## config.mk

```make
export PLATFORM = sky130hd
export DESIGN_NAME = spi_cmd_sequencer
export DESIGN_NICKNAME = d
export VERILOG_FILES = /design/src/rtl/spi_cmd_sequencer.sv
export SDC_FILE = /design/constraint.sdc
export NUM_CORES = 1
export LEC_CHECK = 0
export BUFFER_PORTS_ARGS = -buffer_cell sky130_fd_sc_hd__buf_2
export CAP_MARGIN = 10
export CORE_AREA = 2 2 199 201
export CTS_BUF_LIST = sky130_fd_sc_hd__clkbuf_8
export DETAILED_ROUTE_END_ITERATION = 10
export DIE_AREA = 0 0 201 203
export SLEW_MARGIN = 10
export SYNTH_ARGS = -nofsm -noshare
export SYNTH_HDL_FRONTEND = slang
export SYNTH_SLANG_ARGS = --single-unit
```

## constraint.sdc

```tcl
create_clock -name i_Clk -period 1.9 [get_ports i_Clk]
set_input_delay 0 -clock i_Clk [delete_from_list [all_inputs] [get_ports i_Clk]]
set_output_delay 0 -clock i_Clk [all_outputs]
set_load 0.02 [all_outputs]
```

## src/rtl/spi_cmd_sequencer.sv

```systemverilog
`default_nettype none
// ============================================================================
// Module      : spi_cmd_sequencer
// Description : Walks a small table of fixed-length SPI commands and drives
//               an external SPI master through a reset / load / send
//               handshake for each one. Idle gap cycles separate frames.
//               A per-step wait timeout aborts the sequence with a sticky
//               error flag.
// Ports       : i_Clk, i_Rst_n           clock, async active-low reset
//               i_Start, i_Num_Cmds      sequence start pulse and length
//               i_Cmd_Wr_*               command table write port
//               i_SPI_StatusReg/RW       completion status from SPI master
//               i_Tx_Cnt                 SPI master loaded-byte count
//               o_StatusReg, o_TxBuffer  control word and byte to SPI master
//               o_Cmd_Lim, o_Cmd_Idx     frame length and active command
//               o_Busy, o_Done, o_Error  sequence status
// Revision    : 1.0 - initial release
// ============================================================================
module spi_cmd_sequencer #(
    parameter int NUM_CMDS      = 8,
    parameter int BYTES_PER_CMD = 3,
    parameter int GAP_CYCLES    = 21,
    parameter int TIMEOUT       = 65535
) (
    input  logic        i_Clk,
    input  logic        i_Rst_n,
    input  logic        i_Start,
    input  logic [3:0]  i_Num_Cmds,
    input  logic        i_Cmd_Wr_En,
    input  logic [2:0]  i_Cmd_Wr_Addr,
    input  logic [24:0] i_Cmd_Wr_Data,
    input  logic [7:0]  i_SPI_StatusReg,
    input  logic        i_SPI_StatusRW,
    input  logic [7:0]  i_Tx_Cnt,
    output logic [7:0]  o_StatusReg,
    output logic [7:0]  o_TxBuffer,
    output logic [7:0]  o_Cmd_Lim,
    output logic [2:0]  o_Cmd_Idx,
    output logic        o_Busy,
    output logic        o_Done,
    output logic        o_Error
);

    localparam int c_CNT_MAX = (TIMEOUT > GAP_CYCLES) ? TIMEOUT : GAP_CYCLES;
    localparam int c_CNT_W   = $clog2(c_CNT_MAX + 1);
    localparam logic [c_CNT_W-1:0] c_TO_LAST  = c_CNT_W'(TIMEOUT - 1);
    localparam logic [c_CNT_W-1:0] c_GAP_LAST = c_CNT_W'(GAP_CYCLES - 1);
    localparam logic [7:0]         c_BYTE_LAST = 8'(BYTES_PER_CMD - 1);
    localparam logic [3:0]         c_NUM_MAX   = 4'(NUM_CMDS);

    typedef enum logic [2:0] {
        S_IDLE      = 3'd0,
        S_RST       = 3'd1,
        S_LOAD      = 3'd2,
        S_LOAD_WAIT = 3'd3,
        S_SEND      = 3'd4,
        S_WAIT_DONE = 3'd5,
        S_GAP       = 3'd6,
        S_FINISH    = 3'd7
    } state_t;

    state_t               state_q, state_d;
    logic [2:0]           cmd_idx_q, cmd_idx_d;
    logic [7:0]           byte_idx_q, byte_idx_d;
    logic [7:0]           exp_cnt_q, exp_cnt_d;
    logic [c_CNT_W-1:0]   wait_cnt_q, wait_cnt_d;
    logic [7:0]           txbuf_q, txbuf_d;
    logic                 rx_q, rx_d;
    logic [3:0]           num_q, num_d;
    logic                 error_q, error_d;
    logic                 abort_q, abort_d;
    logic                 zdone_q, zdone_d;
    logic [24:0]          tbl_q [0:7];

    logic [24:0]          w_entry;
    logic [23:0]          w_shifted;
    logic [7:0]           w_byte;
    logic [3:0]           w_num_clamped;
    logic                 w_last_cmd;
    logic                 w_spi_done;
    logic                 w_unused;

    // ------------------------------------------------------------------
    // Command table: writable in every state, read live at each LOAD so a
    // rewrite of the active entry shows up at the next byte load.
    // ------------------------------------------------------------------
    always_ff @(posedge i_Clk or negedge i_Rst_n) begin
        if (!i_Rst_n) begin
            for (int i = 0; i < 8; i++) begin
                tbl_q[i] <= '0;
            end
        end else if (i_Cmd_Wr_En && ({1'b0, i_Cmd_Wr_Addr} < c_NUM_MAX)) begin
            tbl_q[i_Cmd_Wr_Addr] <= i_Cmd_Wr_Data;
        end
    end

    assign w_entry       = tbl_q[cmd_idx_q];
    // Byte 0 is the most significant byte of the frame.
    assign w_shifted     = w_entry[23:0] >> (8 * (BYTES_PER_CMD - 1 - int'(byte_idx_q)));
    assign w_byte        = w_shifted[7:0];
    assign w_num_clamped = (i_Num_Cmds > c_NUM_MAX) ? c_NUM_MAX : i_Num_Cmds;
    assign w_last_cmd    = ({1'b0, cmd_idx_q} == (num_q - 4'd1));
    assign w_spi_done    = i_SPI_StatusReg[7] & i_SPI_StatusRW;
    assign w_unused      = ^{i_SPI_StatusReg[6:0], w_shifted[23:8]};

    // ------------------------------------------------------------------
    // State register
    // ------------------------------------------------------------------
    always_ff @(posedge i_Clk or negedge i_Rst_n) begin
        if (!i_Rst_n) begin
            state_q    <= S_IDLE;
            cmd_idx_q  <= '0;
            byte_idx_q <= '0;
            exp_cnt_q  <= '0;
            wait_cnt_q <= '0;
            txbuf_q    <= '0;
            rx_q       <= 1'b0;
            num_q      <= '0;
            error_q    <= 1'b0;
            abort_q    <= 1'b0;
            zdone_q    <= 1'b0;
        end else begin
            state_q    <= state_d;
            cmd_idx_q  <= cmd_idx_d;
            byte_idx_q <= byte_idx_d;
            exp_cnt_q  <= exp_cnt_d;
            wait_cnt_q <= wait_cnt_d;
            txbuf_q    <= txbuf_d;
            rx_q       <= rx_d;
            num_q      <= num_d;
            error_q    <= error_d;
            abort_q    <= abort_d;
            zdone_q    <= zdone_d;
        end
    end

    // ------------------------------------------------------------------
    // Next-state logic
    // ------------------------------------------------------------------
    always_comb begin
        state_d    = state_q;
        cmd_idx_d  = cmd_idx_q;
        byte_idx_d = byte_idx_q;
        exp_cnt_d  = exp_cnt_q;
        txbuf_d    = txbuf_q;
        rx_d       = rx_q;
        num_d      = num_q;
        error_d    = error_q;
        abort_d    = 1'b0;
        zdone_d    = 1'b0;
        wait_cnt_d = wait_cnt_q + 1'b1;

        case (state_q)
            S_IDLE: begin
                if (i_Start) begin
                    if (w_num_clamped != 4'd0) begin
                        state_d    = S_RST;
                        error_d    = 1'b0;
                        cmd_idx_d  = '0;
                        byte_idx_d = '0;
                        num_d      = w_num_clamped;
                    end else begin
                        zdone_d = 1'b1;
                    end
                end
            end
            S_RST: begin
                state_d = S_LOAD;
            end
            S_LOAD: begin
                // The master bumps its count once it has taken the byte.
                txbuf_d   = w_byte;
                rx_d      = w_entry[24];
                exp_cnt_d = i_Tx_Cnt + 8'd1;
                state_d   = S_LOAD_WAIT;
            end
            S_LOAD_WAIT: begin
                if (i_Tx_Cnt == exp_cnt_q) begin
                    if (byte_idx_q < c_BYTE_LAST) begin
                        byte_idx_d = byte_idx_q + 8'd1;
                        state_d    = S_LOAD;
                    end else begin
                        state_d = S_SEND;
                    end
                end else if (wait_cnt_q == c_TO_LAST) begin
                    error_d = 1'b1;
                    abort_d = 1'b1;
                    state_d = S_IDLE;
                end
            end
            S_SEND: begin
                state_d = S_WAIT_DONE;
            end
            S_WAIT_DONE: begin
                // The master's status is still stale in the first cycle
                // after SEND, so completion is only honoured from then on.
                if (w_spi_done && (wait_cnt_q != '0)) begin
                    state_d = w_last_cmd ? S_FINISH : S_GAP;
                end else if (wait_cnt_q == c_TO_LAST) begin
                    error_d = 1'b1;
                    abort_d = 1'b1;
                    state_d = S_IDLE;
                end
            end
            S_GAP: begin
                if (wait_cnt_q == c_GAP_LAST) begin
                    cmd_idx_d  = cmd_idx_q + 3'd1;
                    byte_idx_d = '0;
                    state_d    = S_LOAD;
                end
            end
            S_FINISH: begin
                state_d = S_IDLE;
            end
            default: begin
                state_d = S_IDLE;
            end
        endcase

        if ((state_d != state_q) || (state_q == S_IDLE)) begin
            wait_cnt_d = '0;
        end
    end

    // ------------------------------------------------------------------
    // Outputs
    // ------------------------------------------------------------------
    always_comb begin
        o_StatusReg = 8'h00;
        case (state_q)
            S_IDLE:      o_StatusReg = abort_q ? 8'h01 : 8'h00;
            S_RST:       o_StatusReg = 8'h01;
            S_LOAD:      o_StatusReg = 8'h02;
            S_SEND:      o_StatusReg = {4'b0000, 1'b1, rx_q, 2'b00};
            S_WAIT_DONE: o_StatusReg = {5'b00000, rx_q, 2'b00};
            default:     o_StatusReg = 8'h00;
        endcase
    end

    assign o_TxBuffer = (state_q == S_LOAD) ? w_byte : txbuf_q;
    assign o_Cmd_Lim  = 8'(BYTES_PER_CMD);
    assign o_Cmd_Idx  = cmd_idx_q;
    assign o_Busy     = (state_q != S_IDLE);
    assign o_Done     = (state_q == S_FINISH) | zdone_q;
    assign o_Error    = error_q;

endmodule
`default_nettype wire

```

### After elaboration in Yosys (flattened, before gate mapping)

Index checks and enable logic that the tools add are counted.

| storage, ports and cells | value |
|---|---|
| register bits | 254 |
| input bits | 53 |
| output and inout bits | 30 |
| logic and storage cells | 111 |

| operators by class | value |
|---|---|
| bitwise gates (word level) | 4 |
| equal/unequal tests | 19 |
| order comparisons | 5 |
| shifts and indexed selects | 1 |
| muxes and demuxes | 43 |
| add/subtract/negate cells | 6 |
| reductions and logical operators | 14 |

Operator list:

| cell | count |
|---|---|
| bitwise mux 200 bit | 1 |
| binary-select mux 25 bit (select 3 bit) | 1 |
| demux 25 bit (select 3 bit) | 1 |
| two-way mux 25 bit | 3 |
| two-way mux 8 bit | 6 |
| right shift 24 x 32 -> 8 bit | 1 |
| two-way mux 3 bit | 10 |
| one-hot mux 3 bit (8 select lines) | 1 |
| one-hot mux 8 bit (3 select lines) | 1 |
| one-hot mux 4 bit (5 select lines) | 1 |
| adder 16 x 1 -> 16 bit (second input constant) | 1 |
| adder 8 x 1 -> 8 bit (second input constant) | 2 |
| equality test 16 bit (second input constant) | 1 |
| equality test 16 x 5 -> 1 bit (second input constant) | 1 |
| two-way mux 16 bit | 1 |
| nonzero test 16 bit | 1 |
| inequality test 2 bit (second input constant) | 7 |
| two-way mux 1 bit | 13 |
| equality test 3 bit (second input constant) | 4 |
| nonzero test 3 bit | 3 |
| subtractor 2 x 8 -> 9 bit (first input constant) | 1 |
| equality test 8 bit | 1 |
| >= comparator 4 bit (second input constant) | 2 |
| less-than comparator 8 x 2 -> 1 bit (second input constant) | 1 |
| 24 further kinds | 27 |

### Logic depth before layout (Yosys ltp)

Gate-level depths: netlist (run 1).

| logic depth | value |
|---|---|
| depth after elaboration | 9 |
| depth in mapped cells | 9 |
| gate-level depth less buffers | 8 |

### Worst setup path before layout (run 1)

OpenSTA, ideal clock, no wires.

| timing | value |
|---|---|
| path kind | register to register |
| from | register cmd_idx_q[0], in the netlist o_Cmd_Idx[0] |
| to | register txbuf_q[1] |
| setup time | 234 ps |
| required time | 1666 ps |
| stages on the path, launching flop included | 8 |
| slack | -528 ps |
| period minus slack after synthesis | 2428 ps |
| data arrival time | 2194 ps |
| buffers on the path | 4 |
| cells stage by stage | dfrtp_1 > buf_4 > buf_4 > buf_4 > buf_6 > mux4_2 > mux2i_1 > o221ai_1 |

| on the way | value |
|---|---|
| word-level cells in the longest chain between the ends | 6 |

Ends and longest elaborated chain:

| item | RTL line | RTL |
|---|---|---|
| start, declared | 63 | `logic [2:0] cmd_idx_q, cmd_idx_d;` |
| start signal, assigned | 124 | `cmd_idx_q <= cmd_idx_d;` |
| inverter 3 -> 4 bit (not written as such) | 97 | `assign w_entry = tbl_q[cmd_idx_q];` |
| binary-select mux 25 bit (select 3 bit) | 97 |  |
| two-way mux 25 bit (not written as such) (2 in a row) | 97 |  |
| right shift 24 x 32 -> 8 bit | 99 | `assign w_shifted = w_entry[23:0] >> (8 * (BYTES_PER_CMD - 1 - int'(byte_idx_q)));` |
| two-way mux 8 bit | -- |  |
| named net o_TxBuffer[1] | 36 | `output logic [7:0] o_TxBuffer,` |
| end signal, assigned | 128 | `txbuf_q <= txbuf_d;` |
| end, declared | 67 | `logic [7:0] txbuf_q, txbuf_d;` |

The timed path passes the listed nets, and every way through them passes these cells. The select of a mux whose other input is x is not followed.
A chain may end at the register's enable or synchronous reset.

### Final worst setup path (run 1)

| timing | value |
|---|---|
| from | register cmd_idx_q[0], in the netlist o_Cmd_Idx[0] |
| to | output o_TxBuffer[1] |

| on the way | value |
|---|---|
| word-level cells in the longest chain between the ends | 6 |

Ends and longest elaborated chain:

| item | RTL line |
|---|---|
| inverter 3 -> 4 bit (not written as such) | 97 |
| binary-select mux 25 bit (select 3 bit) | 97 |
| two-way mux 25 bit (not written as such) (2 in a row) | 97 |
| right shift 24 x 32 -> 8 bit | 99 |
| two-way mux 8 bit | -- |
| end, declared | 36 |

No other way between the ends. The select of a mux whose other input is x is not followed.

==> flow_summary_export.csv, run 1 <==
group,metric,value,unit
min_path,hold_class,"in2async",
die,boundaryPins,83,
synthesis,synth-compound-area-share,2.86,%
job,maxCapViolCount,0,
worst_setup_path,reg2reg_depth,6,
grt,grt_pass1_vias,8246,
timing,grt_setup_unrepaired,"yes",
routing,drt_iter0_drc,321,
cts,clk_latency,0.56,ns
timing,fmax,376,MHz
timing,fin_skew,0.0244,ns
cts,tritoncts,"done",
cts,root_buffer,"clkbuf_8",
timing,finalSetupTns,-8.73,ns
cts,h-tree-depth,2,
synthesis,synth_mux_area_share,30.7,%
cts,cts_buffers,42,
synthesis,synth_xor_xnor_area_share,2.43,%
cts,clk_path_buf_depth,3,
worst_setup_path,cp.arrival,2.66,ns
synthesis,netlist_area,11900,um2
timing,period_minus_slack,2.66,ns
synthesis,synth_top_family_by_area,"multiplexers",
grt,grt_first_pass_wirelength,46.1,mm
finish,fin_util,39.4,%
placement,post-place-ws,-0.254,ns
synthesis,async_reset_ff_share,100,%
worst_setup_path,crit_path_end_kind,"output pin",
timing,post-route-period-util,140,%
routing,ant_nets,0,
die,initial_core_util,30.9,%
grt,use_met3,2.78,%
finish,nNetsFinal,1097,
finish,layout_commonest_cell,"dfrtp_1",
finish,layout-drive-gt1-share,49.9,%
outcome,status,"finished with violations",
timing,setup_violations,32,
routing,drcViolationCount,0,
worst_setup_path,criticalPathCategory,"reg2out",
die,design.core.area,38500,um2
routing,wl,28.2,mm
synthesis,syn_area_per_cell,14.3,um2
timing,slew_headroom,61.8,%
synthesis,synth_fa_ha_area_share,0.841,%
synthesis,ys_seq_area_share,53.4,%
finish,final_cell_mix,"252 x dfrtp_1, 200 x mux2_2, 75 x buf_4",
worst_setup_path,crit_path_end,"o_TxBuffer[1]",
grt,grt_max_degree,67,
cts,path_clk_slew,0.06,ns
worst_setup_path,start_kind,"flop",
grt,grt_overflow,0,
power,leakage,6.51,nW
die,dieArea,40800,um2
synthesis,synth_warnings,0,
timing,hold_viol,0,
routing,first_pass_iters,4,
timing,fin_ws,-0.760,ns
grt,top_usage_layer,"met2",
synthesis,ys_ff_latch,254,
routing,wl_per_cell,17.8,um
timing,tightest_slew,0.573,ns
grt,antenna_found_initial,2,
routing,vias,7580,
synthesis,syn_inst,834,
power,ir_worst_vdd,0.554,mV
grt,grt_util_all_layers,14.2,%
power,power,0.0191,W
worst_setup_path,cp.required,1.90,ns
routing,post_drt_via_cell_ratio,4.79,
worst_setup_path,critPathMaxFanout,8,
worst_setup_path,r2r_slack,-0.32,ns
grt,use_met1,19.5,%
die,dieHeight,203,um
placement,place_area,13600,um2
cts,cts_num_sinks,254,
synthesis,synth_edf_count,0,
worst_setup_path,timing.rr.start,"o_Cmd_Idx[0]",
power,p_per_area,1260,nW/um2
synthesis,yosys.area_share.simple,6.44,%
synthesis,ys_types,55,
timing,slew_viol_final,0,
worst_setup_path,startpoint,"o_Cmd_Idx[0]",
worst_setup_path,r2r-end,"txbuf_q[1]",
die,row_count,72,
finish,fillers,3625,
finish,final_cell_area,15100,um2
placement,place_hpwl,17.9,mm
placement,port-buffer-count,63,
placement,place.gp.congestion,0.768,
grt,grtUsageMet2,23.4,%
synthesis,synth-main-ff-cell,"dfrtp_1",
die,fp.dieW,201,um
finish,area_growth,27.3,%
outcome,violations,"negative setup slack",
==> metal layers <==
| layer | vias to the layer above | part of all wire [%] |
|---|---|---|
| met5 | - | 0 |
| met4 | 0 | 1.6 |
| met3 | 43 | 4.2 |
| met2 | 145 | 48 |
| met1 | 3945 | 46 |
| li1 | 3447 | - |
==> state kept, by name (all words and copies together), names as in the netlist <==
name and cells:
tbl_q 200, wait_cnt_q 16, byte_idx_q 8, exp_cnt_q 8
txbuf_q 8, num_q 4, o_Cmd_Idx 3, state_q 3
abort_q 1, o_Error 1, rx_q 1, zdone_q 1
==> cells in the mapped netlist, types with 9 or more instances <==
| master | instances | area [um2] |
|---|---|---|
| clkbuf_1 | 22 | 82.6 |
| mux4_2 | 58 | 1310 |
| nand3_1 | 14 | 70.1 |
| dfrtp_1 | 254 | 6360 |
| nor2b_1 | 9 | 56.3 |
| xnor2_1 | 18 | 158 |
| o221ai_1 | 9 | 78.8 |
| buf_2 | 10 | 50.1 |
| buf_4 | 17 | 128 |
| nand2_1 | 44 | 165 |
| xor2_1 | 15 | 131 |
| inv_1 | 22 | 82.6 |
| o21ai_0 | 18 | 90.1 |
| mux2_2 | 200 | 2250 |
| mux2i_1 | 10 | 100 |
| nor2_1 | 24 | 90.1 |
==> logic make-up after synthesis <==
kind of cell | count (synthesis)
flip-flops | 254
AND/OR/NAND/NOR | 144
other | 2
multiplexers | 268
AO/OA/AOI/OAI | 48
XOR/XNOR | 33
buffers and inverters | 77
adder cells (fa/ha/maj) | 8
==> through the flow <==
step / hold WS, ns / cells
finish: 0.0216 / 1583
global route: 0.0602 / 1581
CTS: 0.0171 / 1581
detailed placement: 0.00746 / 1462
global placement: 0.00787 / 1462
floorplan: -0.296 / 844
==> worst max-delay path: stages (launching register included) <==
cell,delay [ns]
dfrtp_4,0.51
buf_12,0.16
mux4_2,0.50
mux4_2,0.54
inv_2,0.11
o221ai_4,0.13
buf_6,0.16
==> report_power, final <==
part | internal, W | switching, W | leakage [nW]
sequential | 0.00665 | 0.000684 | 3.11
clock | 0.00241 | 0.00215 | 0.462
combinational | 0.00391 | 0.00330 | 2.93
total | 0.0130 | 0.00614 | 6.51
==> what timing repair did <==
item / 4_1_cts / 5_1_grt
endpoints found under the setup margin: 32 / 36
endpoints found under the hold margin: 472 / 0
setup buffers: 3 / 1
resized for setup: 49 / 17
gates cloned: 1 / 0
hold buffers: 44 / 0
pin swaps: 8 / 0
==> worst min-delay path by stage <==
stage	from	to	slack, ns	depth (start not counted)
finish	i_Rst_n	o_Cmd_Idx[1]	0.02	2
global route	i_Rst_n	byte_idx_q[3]	0.06	2
CTS	i_Rst_n	txbuf_q[2]	0.02	2
detailed placement	i_Rst_n	o_Cmd_Idx[1]	0.007	1
global placement	i_Rst_n	o_Cmd_Idx[1]	0.008	1
floorplan	i_Rst_n	abort_q	-0.30	0
==> area by class of cell <==
class | instances | area [um2] | area share (%)
flip-flops and latches | 254 | 6360 | 42.0
multi-input cells | 513 | 5500 | 36.3
repair buffers | 203 | 1760 | 11.6
clock buffers | 51 | 702 | 4.64
well taps | 518 | 648 | 4.28
clock inverters | 20 | 83.8 | 0.554
inverters | 22 | 82.6 | 0.545
diodes | 2 | 5.00 | 0.0331
Power figures use the tool's default switching activity.
==> run 2, diff against run 1 <==
==> constraint.sdc (replaced) <==
create_clock -name i_Clk -period 1.9 [get_ports i_Clk]
set_input_delay 0.19 -clock i_Clk [delete_from_list [all_inputs] [get_ports i_Clk]]
set_output_delay 0.19 -clock i_Clk [all_outputs]
set_load 0.02 [all_outputs]
==> flow_summary_export.csv, run 2 (same netlist as run 1, synthesis figures left out) <==
group,metric,value,unit
timing,grt_setup_unrepaired,"yes",
routing,wl_per_cell,18.3,um
outcome,status,"finished with violations",
worst_setup_path,r2r-end,"wait_cnt_q[13]",
power,ir_worst_vdd,0.709,mV
worst_setup_path,cp_slowest_stage_delay,0.51,ns
timing,period_minus_slack,2.81,ns
grt,grt_overflow,0,
worst_setup_path,crit_path_end_kind,"output pin",
die,row_count,72,
routing,vias,7564,
finish,layout_commonest_cell,"dfrtp_1",
cts,h-tree-depth,2,
outcome,violations,"negative setup slack",
grt,grt_first_pass_wirelength,45.9,mm
grt,antenna_found_initial,2,
placement,dpl.cell_count,1445,
power,p_per_area,1270,nW/um2
timing,hold_viol,0,
cts,cts_num_sinks,254,
timing,fmax,356,MHz
die,dieArea,40800,um2
cts,root_buffer,"clkbuf_8",
finish,top_register,"tbl_q",
die,design.core.area,38500,um2
cts,tritoncts,"done",
routing,wl,28.8,mm
routing,first_pass_iters,4,
power,power,0.0195,W
timing,slew_viol_final,0,
die,boundaryPins,83,
routing,post_drt_via_cell_ratio,4.82,
grt,grt_pass1_vias,8132,
worst_setup_path,reg2reg_depth,9,
min_path,min_to,"exp_cnt_q[3]",
routing,drt_iter0_drc,317,
finish,layout-drive-gt1-share,51.8,%
finish,final_cell_mix,"252 x dfrtp_1, 200 x mux2_2, 58 x mux4_2",
timing,fin_ws,-0.909,ns
grt,grt_max_degree,59,
worst_setup_path,cp.required,1.71,ns
die,dieHeight,203,um
cts,clk_path_buf_depth,3,
min_path,hold_class,"in2reg",
finish,fillers,3613,
grt,grt_util_all_layers,14.4,%
cts,cts_buffers,42,
worst_setup_path,crit_chain,"buf_12 -> mux4_2 -> mux4_2 -> inv_2 -> o221ai_4 -> buf_6",
finish,area_growth,28.5,%
routing,drcViolationCount,0,
worst_setup_path,timing.rr.start,"wait_cnt_q[1]",
cts,path_clk_slew,0.06,ns
worst_setup_path,critPathMaxFanout,8,
job,maxCapViolCount,0,
worst_setup_path,cp.arrival,2.62,ns
placement,port-buffer-count,63,
min_path,hold_depth,3,
finish,nNetsFinal,1083,
finish,reg_top3,"tbl_q: 200 flops, wait_cnt_q: 16 flops",
worst_setup_path,r2r_slack,-0.26,ns
worst_setup_path,cp_common_cell,"mux4_2",
worst_setup_path,criticalPathCategory,"reg2out",
die,initial_core_util,30.9,%
worst_setup_path,start_kind,"flop",
power,leakage,6.52,nW
die,fp.dieW,201,um
placement,place.gp.congestion,0.822,
worst_setup_path,slowest_stage,"dfrtp_4",
min_path,hold_start,"i_Tx_Cnt[3]",
timing,post-route-period-util,148,%
finish,stdcell_count,1569,
timing,setup_violations,32,
finish,largest_register_ffs,200,
cts,clk_latency,0.54,ns
timing,fin_skew,0.0112,ns
routing,ant_nets,0,
placement,place_hpwl,17.8,mm
[run 2: cell types whose count changed in the layout (fill, tap and decap cells not counted), sizes merged]
cell / previous run / this run
buf: 158 / 148
dlygate4sd3: 44 / 37
clkinv: 4 / 8
inv: 37 / 33
dlymetal6s4s: 0 / 2
bufinv: 0 / 1
[run 2: final cells by class]
cell class,count,area (um2),share of cell area (%)
Multi-Input combinational cell,513,5620,36.8
Clock inverter,21,119,0.778
Tap cell,518,648,4.24
Timing Repair Buffer,189,1750,11.5
Sequential cell,254,6360,41.6
Antenna cell,2,5.00,0.0327
Clock buffer,50,688,4.50
Inverter,22,85.1,0.557
[run 2: report_power, final]
| group | switching (W) | internal [W] | total [W] |
|---|---|---|---|
| Combinational | 0.00341 | 0.00403 | 0.00743 |
| Sequential | 0.000690 | 0.00665 | 0.00734 |
| Clock | 0.00218 | 0.00252 | 0.00469 |
| Total | 0.00627 | 0.0132 | 0.0195 |
[run 2: metal layers]
metal	share of wire, %	global-route usage [%]	routed length [um]
met5	0	0	0
met2	48	23.9	13800
met1	46	18.7	13100
met4	2.4	4.55	682
met3	4.0	3.19	1150
[run 2: worst max path at each step]
| stage | startpoint | end |
|---|---|---|
| finish | o_Cmd_Idx[0] | o_TxBuffer[1] |
| global route | o_Cmd_Idx[0] | o_TxBuffer[1] |
| CTS | o_Cmd_Idx[0] | o_TxBuffer[4] |
| detailed placement | o_Cmd_Idx[0] | o_TxBuffer[2] |
| global placement | o_Cmd_Idx[0] | o_TxBuffer[0] |
| floorplan | o_Cmd_Idx[0] | o_TxBuffer[7] |
[run 2: what timing repair did]
action                                  4_1_cts  5_1_grt
endpoints found under the setup margin       40       52
resized for setup                            70       43
pin swaps                                    12        9
buffers inserted                              8        5
gates cloned                                  1        1
hold buffers                                 39        0
endpoints found under the hold margin       439        0
[run 2: through the flow]
stage	util (%)	area, um2	setup WS, ns	setup TNS, ns	hold WS (ns)
after CTS	39.2	15100	-0.975	-12.58	0.0247
after detailed placement	35.2	13500	-0.416	-8.50	0.145
final	39.7	15300	-0.909	-11.50	0.0550
after global routing	39.7	15300	-1.02	-13.97	0.0628
after global placement	35.2	13500	-0.396	-7.67	0.142
after floorplan	-	12100	-0.220	-3.61	-0.106
[run 2: critical path, delay by kind of cell (launching register included)]
kind,cells,cell delay [ns]
buf+inv,3,0.43
compound gates,1,0.14
flops,1,0.51
mux,2,1.01
